--- config.mk ---
export PLATFORM = sky130hd
export DESIGN_NAME = arm_motion_seq
export DESIGN_NICKNAME = d
export VERILOG_FILES = /design/src/rtl/arm_motion_seq.sv
export SDC_FILE = /design/constraint.sdc
export NUM_CORES = 1
export LEC_CHECK = 0
export ABC_AREA = 1
export BUFFER_PORTS_ARGS = -buffer_cell sky130_fd_sc_hd__clkbuf_2
export CORE_MARGIN = 2
export CORE_UTILIZATION = 52
export CTS_BUF_LIST = sky130_fd_sc_hd__clkbuf_2
export DETAILED_ROUTE_END_ITERATION = 8
export GPL_TIMING_DRIVEN = 0
export PLACE_DENSITY = 0.81
export SLEW_MARGIN = 20
export SYNTH_ARGS = -nofsm -noshare
export SYNTH_HDL_FRONTEND = slang
export SYNTH_SLANG_ARGS = --single-unit
--- constraint.sdc ---
create_clock -name clk -period 3.5 [get_ports clk]
set_input_delay 0.525 -clock clk [delete_from_list [all_inputs] [get_ports clk]]
set_output_delay 0.525 -clock clk [all_outputs]
set_load 0.02 [all_outputs]
--- src/rtl/arm_motion_seq.sv ---
// Move-command sequencer for the arm angle/PWM stage: ramps two joint angles
// toward clamped targets at one degree per step, then applies the gripper and
// holds for a settle time before reporting completion.
//
// state  | meaning
// S_IDLE | ready for a command, angles held
// S_MOVE | stepping xita1/xita2 toward the latched targets
// S_GRIP | gripper applied, waiting out the settle time if it changed
// S_DONE | one-cycle completion pulse
module arm_motion_seq #(
   parameter int unsigned STEP_DIV  = 500_000,
   parameter int unsigned GRIP_WAIT = 25_000_000,
   parameter int unsigned ANGLE_MAX = 180,
   parameter int unsigned HOME1     = 90,
   parameter int unsigned HOME2     = 90
) (
   input  logic        clk,
   input  logic        rst,
   input  logic        cmd_valid,
   output logic        cmd_ready,
   input  logic [31:0] cmd_xita1,
   input  logic [31:0] cmd_xita2,
   input  logic        cmd_catch,
   output logic [31:0] xita1,
   output logic [31:0] xita2,
   output logic        catch,
   output logic        busy,
   output logic        done
);

   typedef enum logic [1:0] {S_IDLE, S_MOVE, S_GRIP, S_DONE} state_t;

   localparam logic [31:0] MAX_A     = 32'(ANGLE_MAX);
   localparam logic [31:0] HOME1_A   = 32'(HOME1);
   localparam logic [31:0] HOME2_A   = 32'(HOME2);
   localparam logic [31:0] STEP_LAST = 32'(STEP_DIV - 1);
   localparam logic [31:0] WAIT_LAST = 32'(GRIP_WAIT - 1);
   // The accept cycle is the first tick of the first step period, so the
   // timer enters MOVE already at 1 and each step lands STEP_DIV cycles apart.
   localparam logic [31:0] STEP_FIRST = (STEP_DIV > 1) ? 32'd1 : 32'd0;

   state_t      state_q, state_d;
   logic [31:0] xita1_q, xita1_d, xita2_q, xita2_d;
   logic [31:0] tgt1_q, tgt1_d, tgt2_q, tgt2_d;
   logic [31:0] timer_q, timer_d;
   logic [31:0] grip_cnt_q, grip_cnt_d;
   logic        tgt_catch_q, tgt_catch_d;
   logic        catch_q, catch_d;
   logic        grip_chg_q, grip_chg_d;
   logic        grip_load_q, grip_load_d;
   logic        ready_q, ready_d;
   logic        busy_q, busy_d;
   logic        done_q, done_d;

   // Next-state and datapath decisions for the sequencer.
   always_comb begin
      state_d     = state_q;
      xita1_d     = xita1_q;
      xita2_d     = xita2_q;
      tgt1_d      = tgt1_q;
      tgt2_d      = tgt2_q;
      tgt_catch_d = tgt_catch_q;
      timer_d     = timer_q;
      grip_cnt_d  = grip_cnt_q;
      catch_d     = catch_q;
      grip_chg_d  = grip_chg_q;
      grip_load_d = grip_load_q;
      case (state_q)
         S_IDLE: begin
            if (cmd_valid && ready_q) begin
               tgt1_d      = (cmd_xita1 > MAX_A) ? MAX_A : cmd_xita1;
               tgt2_d      = (cmd_xita2 > MAX_A) ? MAX_A : cmd_xita2;
               tgt_catch_d = cmd_catch;
               timer_d     = STEP_FIRST;
               state_d     = S_MOVE;
            end
         end
         S_MOVE: begin
            if ((xita1_q == tgt1_q) && (xita2_q == tgt2_q)) begin
               // Gripper output switches on the same edge that enters GRIP;
               // the settle count is loaded during that first GRIP cycle.
               catch_d     = tgt_catch_q;
               grip_chg_d  = (tgt_catch_q != catch_q);
               grip_load_d = 1'b1;
               timer_d     = 32'd0;
               state_d     = S_GRIP;
            end else if (timer_q == STEP_LAST) begin
               timer_d = 32'd0;
               if (xita1_q < tgt1_q) begin
                  xita1_d = xita1_q + 32'd1;
               end else if (xita1_q > tgt1_q) begin
                  xita1_d = xita1_q - 32'd1;
               end
               if (xita2_q < tgt2_q) begin
                  xita2_d = xita2_q + 32'd1;
               end else if (xita2_q > tgt2_q) begin
                  xita2_d = xita2_q - 32'd1;
               end
            end else begin
               timer_d = timer_q + 32'd1;
            end
         end
         S_GRIP: begin
            if (!grip_chg_q) begin
               state_d = S_DONE;
            end else if (grip_load_q) begin
               grip_cnt_d  = WAIT_LAST;
               grip_load_d = 1'b0;
            end else if (grip_cnt_q == 32'd0) begin
               state_d = S_DONE;
            end else begin
               grip_cnt_d = grip_cnt_q - 32'd1;
            end
         end
         S_DONE: begin
            state_d = S_IDLE;
         end
         default: begin
            state_d = S_IDLE;
         end
      endcase
      ready_d = (state_d == S_IDLE);
      busy_d  = (state_d != S_IDLE);
      done_d  = (state_d == S_DONE);
   end

   // State, datapath and registered outputs, with synchronous reset.
   always_ff @(posedge clk) begin
      if (rst) begin
         state_q     <= S_IDLE;
         xita1_q     <= HOME1_A;
         xita2_q     <= HOME2_A;
         tgt1_q      <= HOME1_A;
         tgt2_q      <= HOME2_A;
         tgt_catch_q <= 1'b0;
         timer_q     <= 32'd0;
         grip_cnt_q  <= 32'd0;
         catch_q     <= 1'b0;
         grip_chg_q  <= 1'b0;
         grip_load_q <= 1'b0;
         ready_q     <= 1'b1;
         busy_q      <= 1'b0;
         done_q      <= 1'b0;
      end else begin
         state_q     <= state_d;
         xita1_q     <= xita1_d;
         xita2_q     <= xita2_d;
         tgt1_q      <= tgt1_d;
         tgt2_q      <= tgt2_d;
         tgt_catch_q <= tgt_catch_d;
         timer_q     <= timer_d;
         grip_cnt_q  <= grip_cnt_d;
         catch_q     <= catch_d;
         grip_chg_q  <= grip_chg_d;
         grip_load_q <= grip_load_d;
         ready_q     <= ready_d;
         busy_q      <= busy_d;
         done_q      <= done_d;
      end
   end

   assign cmd_ready = ready_q;
   assign busy      = busy_q;
   assign done      = done_q;
   assign xita1     = xita1_q;
   assign xita2     = xita2_q;
   assign catch     = catch_q;

endmodule

==> results of run 1 <==
## kinds of logic (layout without fill, tap and decap cells)
family | count (synthesis) | in the layout | share of synthesized area, %
compound gates | 401 | 401 | 16.82
xor+xnor | 72 | 72 | 4.659
fa+ha+maj | 128 | 128 | 11.94
buf+inv | 294 | 557 | 8.688
flops | 201 | 201 | 29.73
other cells | 0 | 2 | 0
simple gates | 874 | 877 | 28.16
## worst max-delay path by stage
stage | from | endpoint | slack (ns) | cells after the start
after floorplan | xita1[23] | xita1[30] | 0.11 | 18
after global placement | xita1[15] | xita1[30] | -0.81 | 20
after detailed placement | xita1[15] | xita1[30] | -0.87 | 20
after CTS | xita2[31] | xita2[24] | 0.01 | 19
after global routing | tgt2_q[31] | xita2[24] | -0.13 | 21
final | xita2[19] | xita2[24] | 0.03 | 17
## worst max-delay path: stages (launching register included)
cell	delay, ns
dfxtp_1	0.42
ha_1	0.28
a21o_1	0.18
o21ai_0	0.15
nand2_1	0.11
a21oi_4	0.16
buf_4	0.16
nand2_4	0.13
ha_1	0.37
nand2_1	0.16
inv_1	0.10
a21boi_2	0.24
o21bai_1	0.11
nor2_2	0.20
nor2_1	0.07
nor2_1	0.20
xor2_1	0.20
a21oi_1	0.09
## sequential cells by signal, indices dropped and copies added (netlist names), 2 cells and up
| register | count |
|---|---|
| timer_q | 32 |
| tgt1_q | 32 |
| state_q | 2 |
| grip_cnt_q | 32 |
| xita1 | 32 |
| xita2 | 32 |
| tgt2_q | 32 |
## routing by layer
metal	vias to the layer above	wire, um	share of wire [%]	track usage, %
li1	7084	-	-	-
met1	6657	17580	42	38.17
met2	538	19710	47	50.06
met3	127	3081	7.3	4.895
met4	0	1590	3.8	11.87
met5	-	0	0	0
## metrics by stage
stage / util [%] / TNS [ns] / worst slack [ns]
floorplan: - / 0 / 0.1095
global placement: 56.65 / -12.24 / -0.8075
detailed placement: 56.65 / -14.40 / -0.8717
CTS: 59.65 / 0 / 0.009501
global route: 62.16 / -1.073 / -0.1290
finish: 62.16 / 0 / 0.02909
## power by group through the flow
stage | Clock (W) | Sequential (W) | Combinational, W
4_1_cts | 0.00170 | 0.00233 | 0.00155
3_3_place_gp | 0 | 0.00238 | 0.00142
2_1_floorplan | 0 | 0.00238 | 0.00110
5_1_grt | 0.00184 | 0.00233 | 0.00200
3_5_place_dp | 0 | 0.00238 | 0.00145
6_report | 0.00168 | 0.00233 | 0.00182
## placed cells by master, fill, tap and decap left out, types with 21 or more instances in the layout
master and count:
nand2_1 366, inv_1 239, nor2_1 221, clkbuf_2 205, dfxtp_1 180, a21oi_1 177, ha_1 97, nor3_1 85
nand3_1 71, o21ai_0 61, o21ai_1 52, xor2_1 38, xnor2_1 34, nand4_1 31, buf_4 26, nor4_1 25
clkbuf_1 24, clkinv_1 21
## layout make-up
| type | instances | area, sq um |
|---|---|---|
| fillers | 2398 | 9778 |
| multi-input cells | 1478 | 8960 |
| flip-flops and latches | 201 | 4053 |
| repair buffers | 169 | 977.2 |
| inverters | 251 | 949.7 |
| well taps | 335 | 419.2 |
| clock buffers | 70 | 350.3 |
| plain buffers | 43 | 226.5 |
| clock inverters | 24 | 118.9 |
| diodes | 2 | 5.005 |
## repair_timing
action	in CTS	in global routing
endpoints found under the hold margin	16	0
resized for setup	27	117
cloned	2	1
setup endpoints to repair	46	37
pin swaps	4	11
setup buffers	2	15
hold buffers	17	0
==> flow_summary.ini, run 1 <==
[yosys]
synth.distinct_cells = 56
synth_edf_count = 0
yosys.area.top_type = dfxtp_1
syn_avg_cell_area_sq_um = 6.871
syn-num-nets = 2166
yosysMostFrequentCell = nand2_1
ys_seq_elements = 201
synth_warnings = 0
ys_seq_area_share_pct = 29.73
synth_area_leaders = dfxtp_1 30%, ha_1 12%, nand2_1 10%
ys.flop_type = dfxtp_1
synthTopCellsByCount = 378 x nand2_1, 240 x inv_1, 235 x nor2_1, 201 x dfxtp_1, 189 x a21oi_1
syn_inst = 1970
async_reset_ff_share_pct = 0
netlist.area_leader.share_pct = 29.73
netlist_area_sq_um = 13540

[sta]
rsz0062_at_grt = yes
finalSetupViolCount = 0
skew_ns = 0.05778
tightest_slew_ns = 0.7193
final.period_utilization_pct = 99.17
timing.hold.ws_ns = 0.04933
fin_crit_ns = 3.471
relSlewSlack_pct = 52.05
slew_violations = 0
fmax_ghz = 0.2881
hold_violations = 0

[clock_network]
numClockSinks = 201
cts_tree = done
cts_buffers = 55
h-tree-depth = 2
ctsRootBufferMaster = clkbuf_2
clock_latency_ns = 0.88
clk_path_buf_depth = 3
clk_pin_slew_ns = 0.11

[drt]
wl_um = 41960
route.vias.total = 14410
routed_via_density = 5.599
wl_per_cell_um = 16.31
firstDrtPassIters = 5
drt_iter0_drc = 928
ant_nets = 0
drc_errors = 0

[place]
dp_hpwl_um = 30870
place.gp.congestion = 0.9677
place_inst = 2440
postPlaceCellArea_sq_um = 14640
port_buffers = 135

[pwr]
power_frac_seq_pct = 40.0
swShare_pct = 38.17
p_leak_nw = 7.431
peakVddDrop_v = 0.0002031
p_int_w = 0.003604
powerDensity_nw_per_um2 = 363.0
p_sw_w = 0.002225
p_comb_share_pct = 31.3
total_power_w = 0.005829
power_frac_clock_pct = 28.8

[min_path]
holdCritPathClass = in -> reg
hold_depth = 3
hold_start = cmd_xita1[7]
min_to = tgt1_q[7]

[global_routing]
grt_pass1_vias = 13550
grt_start_max_net_pins = 19
grt_first_pass_wirelength_um = 65220
grt-ovfl-total = 0
antenna_found_initial = 2
track_usage_pct = 29.79

[floorplanning]
io_pins = 136
core.rowCount = 59
die_w_um = 165.3
design.die.area_sq_um = 27340
coreArea_sq_um = 25840
die_h_um = 165.3
initial_core_util_pct = 52.39

[final_layout]
final_cells = 2573
final_area_sq_um = 16060
drive_above_1_share_pct = 18.29
syn_to_final_growth_pct = 18.63
nets = 2395

[setup_path]
worstReg2RegStart = xita2[19]
setup.worst_path.end_class = register
cp.arrival_ns = 4.19
worstSetupPathType = reg -> reg
r2r_slack_ns = 0.03
rr_worst_depth = 17
cp-start-kind = register
critical_path_required_ns = 4.22
critPathMaxFanout = 9
reg2reg_to = xita2[24]

[flow_run]
drv_cap = 0

[status]
outcome = finished clean
Power figures use the tool's default switching activity.
==> run 2: changes to the inputs <==
--- a/config.mk
+++ b/config.mk
@@ -13,6 +13,7 @@
 export DETAILED_ROUTE_END_ITERATION = 8
 export GPL_TIMING_DRIVEN = 0
 export PLACE_DENSITY = 0.81
+export RECOVER_POWER = 50
 export SLEW_MARGIN = 20
 export SYNTH_ARGS = -nofsm -noshare
 export SYNTH_HDL_FRONTEND = slang
==> flow_summary.ini, run 2 (synthesis gave the netlist of run 1 again) <==
[status]
outcome = finished clean

[sta]
skew_ns = 0.06087
fmax_ghz = 0.2877
tightest_slew_ns = 0.7349
slew_violations = 0
rsz0062_at_grt = yes
hold_violations = 0
relSlewSlack_pct = 51.00
timing.hold.ws_ns = 0.04859
finalSetupViolCount = 0
final.period_utilization_pct = 99.32
fin_crit_ns = 3.476

[final_layout]
final_cells = 2573
final.fill_count = 2408
multi_input_area_sq_um = 8945
drive_above_1_share_pct = 17.62
syn_to_final_growth_pct = 18.41
final_common_cell = nand2_1
nets = 2395
layout_common_cells = 367 x nand2_1, 239 x inv_1, 222 x nor2_1
regArea_sq_um = 4050

[global_routing]
grt-ovfl-total = 0
grt_start_max_net_pins = 19
grt_pass1_vias = 13550
antenna_found_initial = 2
grt_first_pass_wirelength_um = 65220
track_usage_pct = 29.79

[setup_path]
critPathMaxFanout = 9
cp.arrival_ns = 4.19
worstSetupPathType = reg -> reg
setup.worst_path.end_class = register
cp-start-kind = register
critical_path_required_ns = 4.21

[clock_network]
ctsRootBufferMaster = clkbuf_2
numClockSinks = 201
clk_pin_slew_ns = 0.11
cts_buffers = 55
h-tree-depth = 2
cts_tree = done
clock_latency_ns = 0.88
clk_path_buf_depth = 3

[drt]
firstDrtPassIters = 5
drc_errors = 0
routed_via_density = 5.599
route.vias.total = 14410
ant_nets = 0
drt_iter0_drc = 924
wl_um = 42030
wl_per_cell_um = 16.33

[floorplanning]
coreArea_sq_um = 25840
design.die.area_sq_um = 27340
io_pins = 136
die_w_um = 165.3
die_h_um = 165.3
core.rowCount = 59
initial_core_util_pct = 52.39

[place]
place_inst = 2440
port_buffers = 135
place.gp.congestion = 0.9677
dp_hpwl_um = 30870

[pwr]
powerDensity_nw_per_um2 = 363.2
peakVddDrop_v = 0.0002033
p_leak_nw = 7.391

[flow_run]
drv_cap = 0

[min_path]
holdCritPathClass = in -> reg
run 2: cell counts in the layout (fill, tap and decap cells not counted):
No cell type changed its count.
run 2: area by class of cell:
class | count | share of cell area, %
Sequential cell | 201 | 25.27
Clock inverter | 24 | 0.7416
Inverter | 251 | 5.925
Antenna cell | 2 | 0.03122
Tap cell | 335 | 2.615
Buffer | 43 | 1.413
Timing Repair Buffer | 169 | 6.018
Multi-Input combinational cell | 1478 | 55.80
Clock buffer | 70 | 2.186
run 2: final timing paths:
path	startpoint	to	slack (ns)	cells after the start
max	xita2[19]	xita2[24]	0.02	17
min	cmd_xita1[7]	tgt1_q[7]	0.05	3
max reg2reg	xita2[19]	xita2[24]	0.02	17
min reg2reg	tgt2_q[21]	tgt2_q[21]	0.45	2
run 2: timing repair:
| action | CTS | global route |
|---|---|---|
| gates resized for setup | 27 | 117 |
| hold endpoints to repair | 16 | 0 |
| hold buffers | 17 | 0 |
| gates cloned | 2 | 1 |
| pin swaps | 4 | 11 |
| setup buffers | 2 | 15 |
| endpoints found under the setup margin | 46 | 37 |
run 2: stage by stage:
stage          setup slack (ns)  area (sq um)  TNS, ns  total power, W  util, %
5_1_grt                 -0.1290         16030   -1.078        0.006166    62.04
2_1_floorplan            0.1095         13540        0        0.003479        -
4_1_cts                0.009501         15410        0        0.005574    59.65
3_5_place_dp            -0.8717         14640   -14.40        0.003834    56.65
6_report                0.02394         16030        0        0.005822    62.04
3_3_place_gp            -0.8075         14640   -12.24        0.003804    56.65
run 2: worst max-delay path, stage by stage, from the launching register on:
cell	delay (ns)
dfxtp_1	0.42
ha_1	0.28
a21o_1	0.18
o21ai_0	0.16
nand2_1	0.11
a21oi_4	0.16
buf_4	0.15
nand2_4	0.13
ha_1	0.37
nand2_1	0.16
inv_1	0.10
a21boi_2	0.24
o21bai_1	0.11
nor2_2	0.20
nor2_1	0.07
nor2_1	0.19
xor2_1	0.20
a21oi_1	0.09
run 2: where the power goes:
part | internal (W) | switching [W]
clock | 0.000624 | 0.00105
sequential | 0.00231 | 0.0000151
combinational | 0.000665 | 0.00116
total | 0.00360 | 0.00222
run 2: metal layers:
layer / part of all wire (%) / up-vias / GRT usage, %
met2: 47 / 547 / 50.06
met4: 3.5 / 0 / 11.87
met3: 6.7 / 113 / 4.895
met1: 43 / 6657 / 38.17
met5: 0 / - / 0
li1: - / 7090 / -
==> run 3: changes to the inputs <==
--- a/config.mk
+++ b/config.mk
@@ -9,7 +9,6 @@
 export BUFFER_PORTS_ARGS = -buffer_cell sky130_fd_sc_hd__clkbuf_2
 export CORE_MARGIN = 2
 export CORE_UTILIZATION = 52
-export CTS_BUF_LIST = sky130_fd_sc_hd__clkbuf_2
 export DETAILED_ROUTE_END_ITERATION = 8
 export GPL_TIMING_DRIVEN = 0
 export PLACE_DENSITY = 0.81
==> constraint.sdc (replaced) <==
create_clock -name clk -period 3.1 [get_ports clk]
set_input_delay 0.465 -clock clk [delete_from_list [all_inputs] [get_ports clk]]
set_output_delay 0.465 -clock clk [all_outputs]
set_load 0.02 [all_outputs]
==> flow_summary.ini, run 3 (synthesis gave the netlist of run 1 again) <==
[sta]
fmax_ghz = 0.2735
skew_ns = 0.03318
final.period_utilization_pct = 118.0
slew_violations = 0
setup_ws_ns = -0.5565
hold_violations = 0
rsz0062_at_grt = yes
tns_ns = -15.34
finalSetupViolCount = 54
tightest_slew_ns = 0.8713
relSlewSlack_pct = 41.91
fin_crit_ns = 3.656

[final_layout]
layout_common_cells = 281 x nand2_1, 214 x inv_1, 190 x nor2_1
nets = 2434
syn_to_final_growth_pct = 42.18
final_cells = 2593
final_common_cell = nand2_1
final_area_sq_um = 19250
drive_above_1_share_pct = 34.53
final.fill_count = 1649
fin_util_pct = 74.49

[drt]
route.vias.total = 16550
wl_per_cell_um = 22.13
wl_um = 57380
drt_iter0_drc = 1992
drc_errors = 0
firstDrtPassIters = 8
routed_via_density = 6.384
ant_nets = 0

[setup_path]
setup.worst_path.end_class = register
cp.arrival_ns = 4.14
critPathMaxFanout = 6
startpoint = xita1[5]
critical_path_required_ns = 3.58
cp-start-kind = register
worstSetupPathType = reg -> reg
worstReg2RegStart = xita1[5]

[clock_network]
clk_pin_slew_ns = 0.08
ctsRootBufferMaster = clkbuf_16
clk_path_buf_depth = 3
clock_latency_ns = 0.56
cts_hold_buf = 0
cts_tree = done
numClockSinks = 201
cts_buffers = 24
h-tree-depth = 1

[place]
place_ws_ns = -0.7535
place_inst = 2440
place.gp.congestion = 1.014
postPlaceCellArea_sq_um = 14670
dp_hpwl_um = 30520
port_buffers = 135

[floorplanning]
core.rowCount = 59
initial_core_util_pct = 52.39
io_pins = 136
coreArea_sq_um = 25840
die_h_um = 165.3
die_w_um = 165.3
design.die.area_sq_um = 27340

[status]
outcome = complete, but fails checks
violations = setup timing

[min_path]
holdCritPathClass = in -> reg
hold_start = cmd_xita2[5]

[global_routing]
grt_first_pass_wirelength_um = 72080
grt_start_max_net_pins = 14
antenna_found_initial = 3
track_usage_pct = 33.10
grt_pass1_vias = 14640
grt-ovfl-total = 0

[pwr]
powerDensity_nw_per_um2 = 465.3
p_leak_nw = 8.173
peakVddDrop_v = 0.0004103

[flow_run]
drv_cap = 0
run 3: cell count changes in the layout (fill, tap and decap cells not counted), moves of 29 or more:
cell and change:
ha_4 +74, a21oi_2 +42, clkbuf_1 +29, nor2_1 -32, buf_4 +62, clkbuf_2 -92, a21oi_1 -55, dfxtp_1 -44
nand2_2 +66, nand2_1 -86, ha_1 -65
run 3: worst paths after layout:
path                            slack (ns)         end  cells past startpoint
worst max-delay path                 -0.56   xita1[18]                     20
worst min-delay path                  0.14   tgt2_q[5]                      3
worst max register to register       -0.56   xita1[18]                     20
worst min register to register        0.44  tgt2_q[30]                      2
run 3: metal layers:
layer	vias up	global-route usage (%)	part of all wire, %
met3	509	5.370	11
li1	7146	-	-
met2	1345	56.86	45
met5	-	0	0
met4	0	16.58	9.2
met1	7554	40.11	35
run 3: power breakdown:
part           switching [W]  internal, W  total, W
combinational        0.00197      0.00132   0.00330
clock                0.00125      0.00180   0.00305
sequential         0.0000199      0.00259   0.00261
run 3: what timing repair did:
item | CTS | global route
gates cloned | 9 | 0
gates resized for setup | 259 | 352
buffers inserted | 44 | 54
endpoints found under the setup margin | 49 | 47
pin swaps | 56 | 152
run 3: layout make-up:
class	count	area, sq um	share of cell area, %
antenna	2	5.005	0.02600
multi-input combinational	1484	11130	57.85
clock buffer	35	691.9	3.595
buffer	43	226.5	1.177
tap	335	419.2	2.178
clock inverter	9	137.6	0.7151
sequential	201	4168	21.65
inverter	251	962.2	4.999
timing repair buffer	233	1503	7.807
run 3: per-stage QoR:
| stage | total power (W) | hold WS [ns] |
|---|---|---|
| after floorplan | 0.003944 | 0.4279 |
| after global placement | 0.004298 | 0.4357 |
| after detailed placement | 0.004338 | 0.4414 |
| after CTS | 0.007976 | 0.1515 |
| after global routing | 0.009163 | 0.1776 |
| final | 0.008956 | 0.1433 |
run 3: critical path, stage by stage (launching register included):
cell	delay [ns]
dfxtp_2	0.51
ha_4	0.29
a21oi_2	0.16
nor2_1	0.08
nor2_1	0.18
nand2_1	0.09
nand2_1	0.13
nand2_4	0.10
nand2_8	0.22
nand2_8	0.14
buf_6	0.16
ha_4	0.31
nand2_4	0.08
nor2_4	0.15
inv_1	0.11
nor3_2	0.24
nand2_2	0.12
a21oi_2	0.13
nand3b_1	0.16
nand2_1	0.08
nor2_1	0.13
